===== src/rtl/pwm_dac_pkg.sv =====
// pwm_dac_pkg: constants shared by the PWM DAC files.
//   DEFAULT_WIDTH - default code width; the PWM period is 2**WIDTH clock cycles.
package pwm_dac_pkg;

  localparam int unsigned DEFAULT_WIDTH = 8;

endpackage


===== src/rtl/pwm_dac_code_buffer.sv =====
// dac_code_buffer: code handshake plus the shadow/active code pair of the PWM DAC.
// A code is accepted whenever the shadow slot is empty. At a period boundary a
// pending code moves to the active register. If nothing is pending, a code
// accepted on that same edge bypasses the shadow slot.
// Ports:
//   clk, rst     - clock, async active-high reset
//   boundary_i   - this edge starts a new period (counter next-state is zero)
//   in_valid_i   - code offered
//   in_data_i    - offered code
//   in_ready_o   - shadow slot free
//   duty_d_o     - next-state of the active code (feeds the output compare)
//   duty_q_o     - active code
module dac_code_buffer
  import pwm_dac_pkg::*;
#(
  parameter int unsigned WIDTH = DEFAULT_WIDTH
) (
  input  logic             clk,
  input  logic             rst,
  input  logic             boundary_i,
  input  logic             in_valid_i,
  input  logic [WIDTH-1:0] in_data_i,
  output logic             in_ready_o,
  output logic [WIDTH-1:0] duty_d_o,
  output logic [WIDTH-1:0] duty_q_o
);

  logic [WIDTH-1:0] pend_q, pend_d;
  logic             pend_full_q, pend_full_d;
  logic [WIDTH-1:0] duty_q, duty_d;
  logic             accept;

  // A full slot blocks acceptance, so a pending code is never overwritten.
  assign in_ready_o = !pend_full_q;
  assign accept     = in_valid_i && !pend_full_q;

  always_comb begin
    pend_d      = pend_q;
    pend_full_d = pend_full_q;
    duty_d      = duty_q;
    if (boundary_i) begin
      if (pend_full_q) begin
        duty_d      = pend_q;
        pend_full_d = 1'b0;
      end else if (accept) begin
        duty_d = in_data_i;
      end
    end else if (accept) begin
      pend_d      = in_data_i;
      pend_full_d = 1'b1;
    end
  end

  always_ff @(posedge clk or posedge rst) begin
    if (rst) begin
      pend_q      <= '0;
      pend_full_q <= 1'b0;
      duty_q      <= '0;
    end else begin
      pend_q      <= pend_d;
      pend_full_q <= pend_full_d;
      duty_q      <= duty_d;
    end
  end

  assign duty_d_o = duty_d;
  assign duty_q_o = duty_q;

endmodule


===== src/rtl/pwm_dac.sv =====
// pwm_dac: digital-to-time converter. A code taken over valid/ready is
// reproduced as the high time of a free-running 2**WIDTH-cycle PWM period.
// Ports:
//   clk, rst      - clock, async active-high reset
//   en            - run enable; low holds the block idle (counter parked at 0)
//   in_valid      - code offered
//   in_data       - code (duty in clock cycles)
//   in_ready      - code slot free
//   pwm_out       - registered pulse output
//   period_start  - registered one-cycle pulse on the first cycle of a period
//   cur_duty      - code currently being emitted
module pwm_dac
  import pwm_dac_pkg::*;
#(
  parameter int unsigned WIDTH = DEFAULT_WIDTH
) (
  input  logic             clk,
  input  logic             rst,
  input  logic             en,
  input  logic             in_valid,
  input  logic [WIDTH-1:0] in_data,
  output logic             in_ready,
  output logic             pwm_out,
  output logic             period_start,
  output logic [WIDTH-1:0] cur_duty
);

  localparam logic [WIDTH-1:0] MAX_CODE = '1;

  logic [WIDTH-1:0] cnt_q, cnt_d;
  logic             run_q, run_d;
  logic             pwm_q, pwm_d;
  logic             ps_q, ps_d;
  logic             boundary;
  logic [WIDTH-1:0] duty_d;
  logic [WIDTH-1:0] duty_q;

  // The counter only advances once en has been seen for a full cycle, so
  // the first running cycle after enable always has cnt == 0.
  always_comb begin
    run_d = en;
    cnt_d = '0;
    if (en && run_q) begin
      cnt_d = (cnt_q == MAX_CODE) ? '0 : cnt_q + WIDTH'(1);
    end
  end

  // Every idle edge also counts as a boundary, so a pending code loads
  // while the block is disabled.
  assign boundary = (cnt_d == '0);

  dac_code_buffer #(
    .WIDTH (WIDTH)
  ) u_code_buffer (
    .clk        (clk),
    .rst        (rst),
    .boundary_i (boundary),
    .in_valid_i (in_valid),
    .in_data_i  (in_data),
    .in_ready_o (in_ready),
    .duty_d_o   (duty_d),
    .duty_q_o   (duty_q)
  );

  // Outputs are computed from next-state so that, registered, they match the
  // current counter and active code in the same cycle.
  assign pwm_d = run_d && (cnt_d < duty_d);
  assign ps_d  = run_d && (cnt_d == '0);

  always_ff @(posedge clk or posedge rst) begin
    if (rst) begin
      cnt_q <= '0;
      run_q <= 1'b0;
      pwm_q <= 1'b0;
      ps_q  <= 1'b0;
    end else begin
      cnt_q <= cnt_d;
      run_q <= run_d;
      pwm_q <= pwm_d;
      ps_q  <= ps_d;
    end
  end

  assign pwm_out      = pwm_q;
  assign period_start = ps_q;
  assign cur_duty     = duty_q;

endmodule

===== config.mk =====
export PLATFORM = sky130hd
export DESIGN_NAME = pwm_dac
export DESIGN_NICKNAME = d
export VERILOG_FILES = /design/src/rtl/pwm_dac_pkg.sv /design/src/rtl/pwm_dac_code_buffer.sv /design/src/rtl/pwm_dac.sv
export SDC_FILE = /design/constraint.sdc
export NUM_CORES = 1
export LEC_CHECK = 0
export CORE_AREA = 10 10 69 65
export DETAILED_ROUTE_END_ITERATION = 8
export DIE_AREA = 0 0 79 75
export MAX_ROUTING_LAYER = met4
export PLACE_DENSITY = 0.75
export SYNTH_ARGS = -nofsm -noshare
export SYNTH_HDL_FRONTEND = slang
export SYNTH_SLANG_ARGS = --single-unit

===== constraint.sdc =====
create_clock -name clk -period 4.2 [get_ports clk]
set_clock_uncertainty 0.1 [all_clocks]
set_input_delay 0.63 -clock clk [delete_from_list [all_inputs] [get_ports clk]]
set_output_delay 0.63 -clock clk [all_outputs]
set_load 0.1 [all_outputs]

## Word-level counts from Yosys, hierarchy flattened

Index checks and enable logic that the tools add are counted.

- Output and inout bits: 11
- Input port bits: 12
- Flip-flop bits (word level): 28

- Equal/unequal tests: 1
- $add $sub $neg: 1
- Reductions and logical operators: 8
- Bitwise gates (word level): 1
- $lt $le $gt $ge: 1
- Multiplexer cells: 7

Operator list:

| kind | count |
|---|---|
| 2-to-1 mux 8 bit | 5 |
| adder 8 x 1 -> 8 bit (second input constant) | 1 |
| == test 8 bit (second input constant) | 1 |
| logical NOT 8 bit | 1 |
| less-than comparator 8 bit | 1 |
| logical AND 1 bit | 4 |
| 2-to-1 mux 1 bit | 2 |
| AND reduction 2 bit | 1 |
| nonzero test 2 bit | 1 |
| logical NOT 1 bit | 1 |
| inverter 1 bit | 1 |

## Logic depth before layout (Yosys ltp)

Gate-level depths: netlist (run 1).

- Word-level depth: 7
- Mapped depth: 15
- Gate-level depth less buffers: 13

## By module

A second synthesis (run 1) with hierarchy kept.

- Cell total of the unflattened synthesis: 145
- Area, all modules: 1609.0 um2

By module, submodules not included:

| module | instances | area each (um2) | cells an instance |
|---|---|---|---|
| dac_code_buffer | 1 | 820.8 | 59 |
| pwm_dac | 1 | 788.3 | 86 |

## Worst setup path before layout (run 1)

No wires, ideal clock.

- Path kind: reg2reg
- Start: reg cnt_q[0]
- End: reg pwm_q (netlist: pwm_out)
- Path buffers: 2
- Data required time: 4.022 ns
- Data arrival time: 2.854 ns
- Path slack: 1.168 ns
- Setup time: 0.078 ns
- Clock period less this slack: 3.032 ns
- Cell stages (with the launch flop): 16
- Path through: dfrtp_1 -> ha_1 -> buf_2 -> nor3_1 -> a31o_2 -> a41oi_1 -> nor3_2 -> buf_4 -> mux2i_1 -> a211oi_1 -> ha_1 -> a21o_1 -> a21oi_1 -> nor2_1 -> nor4_1 -> o2bb2ai_1

- Longest elaborated chain between the ends: 7
- Elaborated cells between the ends (all ways): 8
- Those cells by class: 1 x add/sub; 1 x order compare; 1 x eq/ne; 3 x mux; 2 x reduce/logical

RTL lines:

| what | line | text |
|---|---|---|
| start: declaration | pwm_dac.sv:30 | `logic [WIDTH-1:0] cnt_q, cnt_d;` |
| start signal: assignment | pwm_dac.sv:77 | `cnt_q <= cnt_d;` |
| adder 8 x 1 -> 8 bit or == test 8 bit (tied branches) | pwm_dac.sv:44 | `cnt_d = (cnt_q == MAX_CODE) ? '0 : cnt_q + WIDTH'(1);` |
| 2-to-1 mux 8 bit * | pwm_dac.sv:44 |  |
| 2-to-1 mux 8 bit * | pwm_dac.sv:43 | `if (en && run_q) begin` |
| logical NOT 8 bit | pwm_dac.sv:50 | `assign boundary = (cnt_d == '0);` |
| 2-to-1 mux 8 bit | pwm_dac_code_buffer.sv:41 | `if (boundary_i) begin` |
| less-than comparator 8 bit * | pwm_dac.sv:67 | `assign pwm_d = run_d && (cnt_d < duty_d);` |
| logical AND 1 bit * | pwm_dac.sv:67 |  |
| net pwm_d | pwm_dac.sv:32 | `logic pwm_q, pwm_d;` |
| end signal: assignment | pwm_dac.sv:79 | `pwm_q <= pwm_d;` |
| end: declaration | pwm_dac.sv:32 |  |

Mark *: on every way through the listed nets, which the timed path passes. The rest lies on a longest branch.
A chain may end at the register's enable or synchronous reset.

## Final worst setup path (run 1)

Ends and elaborated chain as after synthesis.

==> results of run 1 <==
==> Yosys cell counts (2+ instances only) <==
master	n
a32oi_1	3
mux2i_1	5
nand4_1	3
nor2_1	8
a211o_1	4
o21ai_0	3
nand3_1	8
xnor2_1	2
a211oi_1	4
a21o_1	2
and3_1	8
inv_1	6
clkbuf_1	2
a21oi_1	5
nand2b_1	4
xor2_1	3
buf_6	2
ha_1	8
dfrtp_1	28
mux2_1	9
nand2_1	10
buf_2	3
==> cell type report <==
class	instances	area [um2]
fillers	289	1210
multi-input cells	106	800
flip-flops and latches	28	701
repair buffers	24	235
well taps	42	52.6
clock buffers	3	22.5
inverters	6	22.5
==> power by group <==
part | internal [mW] | total [mW] | switching (mW)
Clock | 0.0337 | 0.110 | 0.0758
Combinational | 0.0954 | 0.315 | 0.219
Sequential | 0.311 | 0.342 | 0.0308
==> worst paths after layout <==
kind / end / cells past startpoint
max: pwm_out / 14
min: u_code_buffer.pend_q[0] / 1
max reg2reg: pwm_out / 14
min reg2reg: u_code_buffer.pend_q[0] / 1
max in group asynchronous: cnt_q[7] / 2
min in group asynchronous: u_code_buffer.duty_q_o[2] / 2
==> metal layers <==
| metal | wire length (um) | part of all wire | up-vias |
|---|---|---|---|
| li1 | - | - | 588 |
| met2 | 1670 | 0.49 | 29 |
| met5 | 0 | 0 | - |
| met3 | 85 | 0.025 | 5 |
| met4 | 32 | 0.0094 | 0 |
| met1 | 1620 | 0.47 | 592 |
==> stage by stage <==
step / power [mW] / instance area (um2)
after detailed placement: 0.662 / 1810
after CTS: 0.771 / 1830
after floorplan: 0.580 / 1580
after global placement: 0.657 / 1810
after global routing: 0.804 / 1830
final: 0.766 / 1830
==> worst max-delay path: stages, from the launching register on <==
cell and delay, ns:
dfrtp_1 0.49, ha_1 0.43, nor3_1 0.11, a31o_2 0.24
a41oi_1 0.25, nor3_2 0.07, buf_4 0.21, mux2i_1 0.16
a211oi_1 0.24, ha_1 0.29, a21o_1 0.18, a21oi_1 0.20
nor2_1 0.06, nor4_1 0.19, o2bb2ai_1 0.16
==> sequential cells by signal, indices dropped and copies added, names as in the netlist <==
name	cells
cnt_q	8
period_start	1
pwm_out	1
run_q	1
u_code_buffer.duty_q_o	8
u_code_buffer.pend_full_q	1
u_code_buffer.pend_q	8
==> logic make-up after synthesis <==
group                      after synthesis  share of synthesized area
AOI/OAI and AO/OA                       28                      0.145
xor gates and xnor gates                 5                     0.0278
adders and majority gates                8                     0.0635
buffers and inverters                   14                     0.0477
DFF                                     28                      0.445
muxes                                   14                     0.0961
and+or+nand+nor                         51                      0.176
==> out/results.ini, run 1 <==
[finish]
final_cell_mix=dfrtp_1, clkdlybuf4s50_1, nand2_1
nets=189
antenna_cells=0
syn2layout_area_growth_pct=16.4
utilization=0.602
final_common_cell=dfrtp_1
fin_cells=209
drive_above_1_share=0.0539

[global_routing]
grt_max_degree=29
track_usage=0.127
top_usage_layer=met2
grt_use_met2=0.214
grt_overflow_total=0
met1_usage=0.156
grt_pass1_vias=1252
grt_use_met3=0.0167
grt_pass1_wl_um=5950
antenna_found_initial=0

[synth]
synth_flop_cell=dfrtp_1
yosys-top-cells-area=dfrtp_1, mux2_1, ha_1
yosysWarnings=0
synth_top_area_share=0.445
synth_edf_count=0
syn-cell-area_um2=1580
ys_seq_area_frac=0.445
synth_largest_area_cell=dfrtp_1
postSynth.asyncResetShare=1.00
synth_nets=168
syn_avg_cell_area_um2=10.6
synthCells=148
synthDistinctLibCells=40
synth-seq-cells=28

[timing]
rsz0062_at_grt=false
worstMarginPinSlew_ns=1.07
finalSetupViolCount=0
hold_viol_final=0
fin_setup_tns_ns=0
setup_ws_ns=0.731
fmax_mhz=288
fin_crit_sh=0.826
holdWs_ns=0.409
slew_headroom=0.288
drv_slew=0
fin_crit_ns=3.47

[placement]
gp_congestion=0.787
hpwl_um=2610
place_ws_ns=0.440
dpl.cell_count=206
place.port_buffers=22

[setup_path]
critPathArrivalTime_ns=3.62
cp-start-kind=flop
startpoint=cnt_q[0]
required_ns=4.35
worstPathMaxFanout=21
rrSetupSlack_ns=0.73
timing.rr.start=cnt_q[0]
endpoint_kind=flop
crit_type=reg2reg

[floorplanning]
die_x_um=79
num_rows=19
fp.dieH_um=75
coreArea_um2=3040
die_area_um2=5930
ios=23
initial_core_util=0.518

[routing]
drt_first_pass_iters=4
vias=1214
via_per_inst=5.81
wl_per_cell_um=16.3
wl_um=3410
drtAntennaViolNets=0
drtIter0Drc=99
drc=0

[clocking]
htree_levels=1
path_clk_slew_ns=0.14
clock-sinks=28
cts_tree=done
clock_tree.root_cell=clkbuf_4
cts_buffer_depth=2
numCtsBuffers=3
cts_setup_buffers=0
cts_resized=0
insertion_delay_ns=0.32
postCtsHoldBufs=0

[job]
cap_viol_max_count=0

[min_path]
hold_path.startpoint=u_code_buffer.pend_q[0]
hold_path_class=reg2reg

[power]
p_leak_nw=0.836
irDropWorstVdd_mv=0.309
powerDensity_nw_per_um2=418

[outcome]
status=finished clean

Note: power is estimated with default switching activity, not from simulation.
==> run 2: changes to the inputs <==
Clock period 4.2 ns to 3.33 ns, I/O delays scaled along.
==> run 2 against run 1 <==
  * Die area unchanged
  * Flip-flop and latch count stayed put
  * Core utilization is 4.9 points higher
  * Worst setup slack got worse by 0.65 ns
  * Sequential share of layout area fell by 2.7 points
  * Maximum frequency rose by 6.9%
  * Hold slack about the same
  * Global-route usage is 0.45 points lower
==> out/results.ini, run 2 (same netlist as run 1, synthesis figures left out) <==
[outcome]
status=finished clean  ; unchanged

[setup_path]
path_common_cell=buf_4  ; was ha_1
cp-start-kind=flop  ; unchanged
critPathArrivalTime_ns=3.41  ; was 3.62 ns
crit_type=reg2reg  ; unchanged
worstPathCellList=buf_4 > and3b_1 > nor3b_1 > a311oi_1 > nor3_2 > buf_4 > clkbuf_2 > a32oi_1 > and3_1 > ha_1 > a21oi_2 > nor2_1 > nor4_2 > o2bb2ai_1  ; was ha_1 > nor3_1 > a31o_2 > a41oi_1 > nor3_2 > buf_4 > mux2i_1 > a211oi_1 > ha_1 > a21o_1 > a21oi_1 > nor2_1 > nor4_1 > o2bb2ai_1
timing.rr.start=cnt_q[0]  ; unchanged
r2r_cells=14  ; unchanged
reg2reg_to=pwm_out  ; unchanged
cpMaxStageDelayCell=dfrtp_1  ; unchanged
startpoint=cnt_q[0]  ; unchanged
rrSetupSlack_ns=0.08  ; was 0.73 ns
worstPathMaxFanout=6  ; was 21
max_stage_delay_ns=0.45  ; was 0.49 ns
endpoint_kind=flop  ; unchanged
required_ns=3.50  ; was 4.35 ns

[clocking]
cts_tree=done  ; unchanged
insertion_delay_ns=0.33  ; was 0.32 ns
cts_buffer_depth=2  ; unchanged
htree_levels=1  ; unchanged
numCtsBuffers=3  ; unchanged
clock_tree.root_cell=clkbuf_4  ; unchanged
postCtsHoldBufs=0  ; unchanged
clock-sinks=28  ; unchanged
path_clk_slew_ns=0.15  ; was 0.14 ns

[timing]
drv_slew=0  ; unchanged
worstMarginPinSlew_ns=0.981  ; was 1.07 ns
fmax_mhz=308  ; was 288 MHz
setup_ws_ns=0.0848  ; was 0.731 ns
fin_crit_ns=3.25  ; was 3.47 ns
finalSetupViolCount=0  ; unchanged
fin_crit_sh=0.975  ; was 0.826
slew_headroom=0.344  ; was 0.288
hold_viol_final=0  ; unchanged
fin_setup_tns_ns=0  ; unchanged

[min_path]
hold_path_class=reg2reg  ; unchanged
hold_path.startpoint=u_code_buffer.pend_q[0]  ; unchanged
min_to=u_code_buffer.pend_q[0]  ; unchanged
hold_path_depth=1  ; unchanged

[global_routing]
grt_overflow_total=0  ; unchanged
grt_max_degree=29  ; unchanged
track_usage=0.122  ; was 0.127
antenna_found_initial=0  ; unchanged
top_usage_layer=met2  ; unchanged
grt_use_met3=0.0190  ; was 0.0167
met1_usage=0.144  ; was 0.156
grt_use_met2=0.208  ; was 0.214
grt_pass1_vias=1305  ; was 1,252
grt_pass1_wl_um=5780  ; was 5950 um

[routing]
drtIter0Drc=78  ; was 99
wl_um=3670  ; was 3410 um
vias=1256  ; was 1,214
via_per_inst=5.56  ; was 5.81
drc=0  ; unchanged
drt_first_pass_iters=4  ; unchanged
wl_per_cell_um=16.2  ; was 16.3 um
drtAntennaViolNets=0  ; unchanged

[placement]
place.port_buffers=22  ; unchanged
place_area_um2=1840  ; was 1810 um2
place_ws_ns=-0.0457  ; was 0.440 ns
hpwl_um=2630  ; was 2610 um
gp_congestion=0.785  ; was 0.787

[finish]
final_common_cell=dfrtp_1  ; unchanged
fillerInstances=267  ; was 289
drive_above_1_share=0.239  ; was 0.0539
finalInstanceArea_um2=1980  ; was 1830 um2
syn2layout_area_growth_pct=25.9  ; was 16.4%
nets=205  ; was 189
final_cell_mix=dfrtp_1, buf_4, clkdlybuf4s50_1  ; was dfrtp_1, clkdlybuf4s50_1, nand2_1
antenna_cells=0  ; unchanged

[floorplanning]
coreArea_um2=3040  ; unchanged
die_x_um=79  ; unchanged
initial_core_util=0.518  ; unchanged
ios=23  ; unchanged
num_rows=19  ; unchanged
fp.dieH_um=75  ; unchanged
die_area_um2=5930  ; unchanged

[power]
irDropWorstVdd_mv=0.300  ; was 0.309 mV
powerDensity_nw_per_um2=510  ; was 418 nW/um2
p_leak_nw=0.925  ; was 0.836 nW

[job]
cap_viol_max_count=0  ; unchanged

## run 2: how the worst max path moves through the flow
| stage | endpoint |
|---|---|
| finish | pwm_out |
| global route | pwm_out |
| CTS | pwm_out |
| detailed placement | pwm_out |
| global placement | pwm_out |
| floorplan | pwm_out |
## run 2: critical path: cells and delay by family, from the launching register on
kind            cells  cell delay [ns]
compound gates      4             0.57
buf+inv             3             0.53
flops               1             0.45
fa+ha+maj           1             0.31
simple gates        6             1.24
## run 2: repair_timing
item | CTS | global route
buffers inserted | 0 | 8
gates resized for setup | 1 | 10
endpoints found under the setup margin | 1 | 1
pin swaps | 0 | 2
cloned | 0 | 1
## run 2: cell type report
| cell class | instances | area [um2] | share of cell area |
|---|---|---|---|
| clock buffer | 4 | 36.3 | 0.0183 |
| inverter | 6 | 22.5 | 0.0114 |
| multi-input combinational | 106 | 836 | 0.421 |
| sequential | 28 | 704 | 0.355 |
| tap | 42 | 52.6 | 0.0265 |
| timing repair buffer | 40 | 332 | 0.167 |
## run 2: per-layer routing
metal	routed length, um	vias up
met1	1680	615
met2	1850	19
met3	100	5
met5	0	-
met4	36	0
li1	-	617
## run 2: power by group
part	total, mW	switching (mW)	internal [mW]
sequential	0.433	0.0401	0.393
combinational	0.410	0.284	0.126
clock	0.169	0.102	0.0670
total	1.01	0.426	0.585
## run 2: stage by stage
step,hold slack (ns),instances,utilization,power [mW]
finish,0.409,226,0.652,1.01
global route,0.433,226,0.652,1.06
CTS,0.417,217,0.618,1.00
detailed placement,0.383,213,0.605,0.834
global placement,0.377,213,0.605,0.827
floorplan,0.364,148,-,0.731
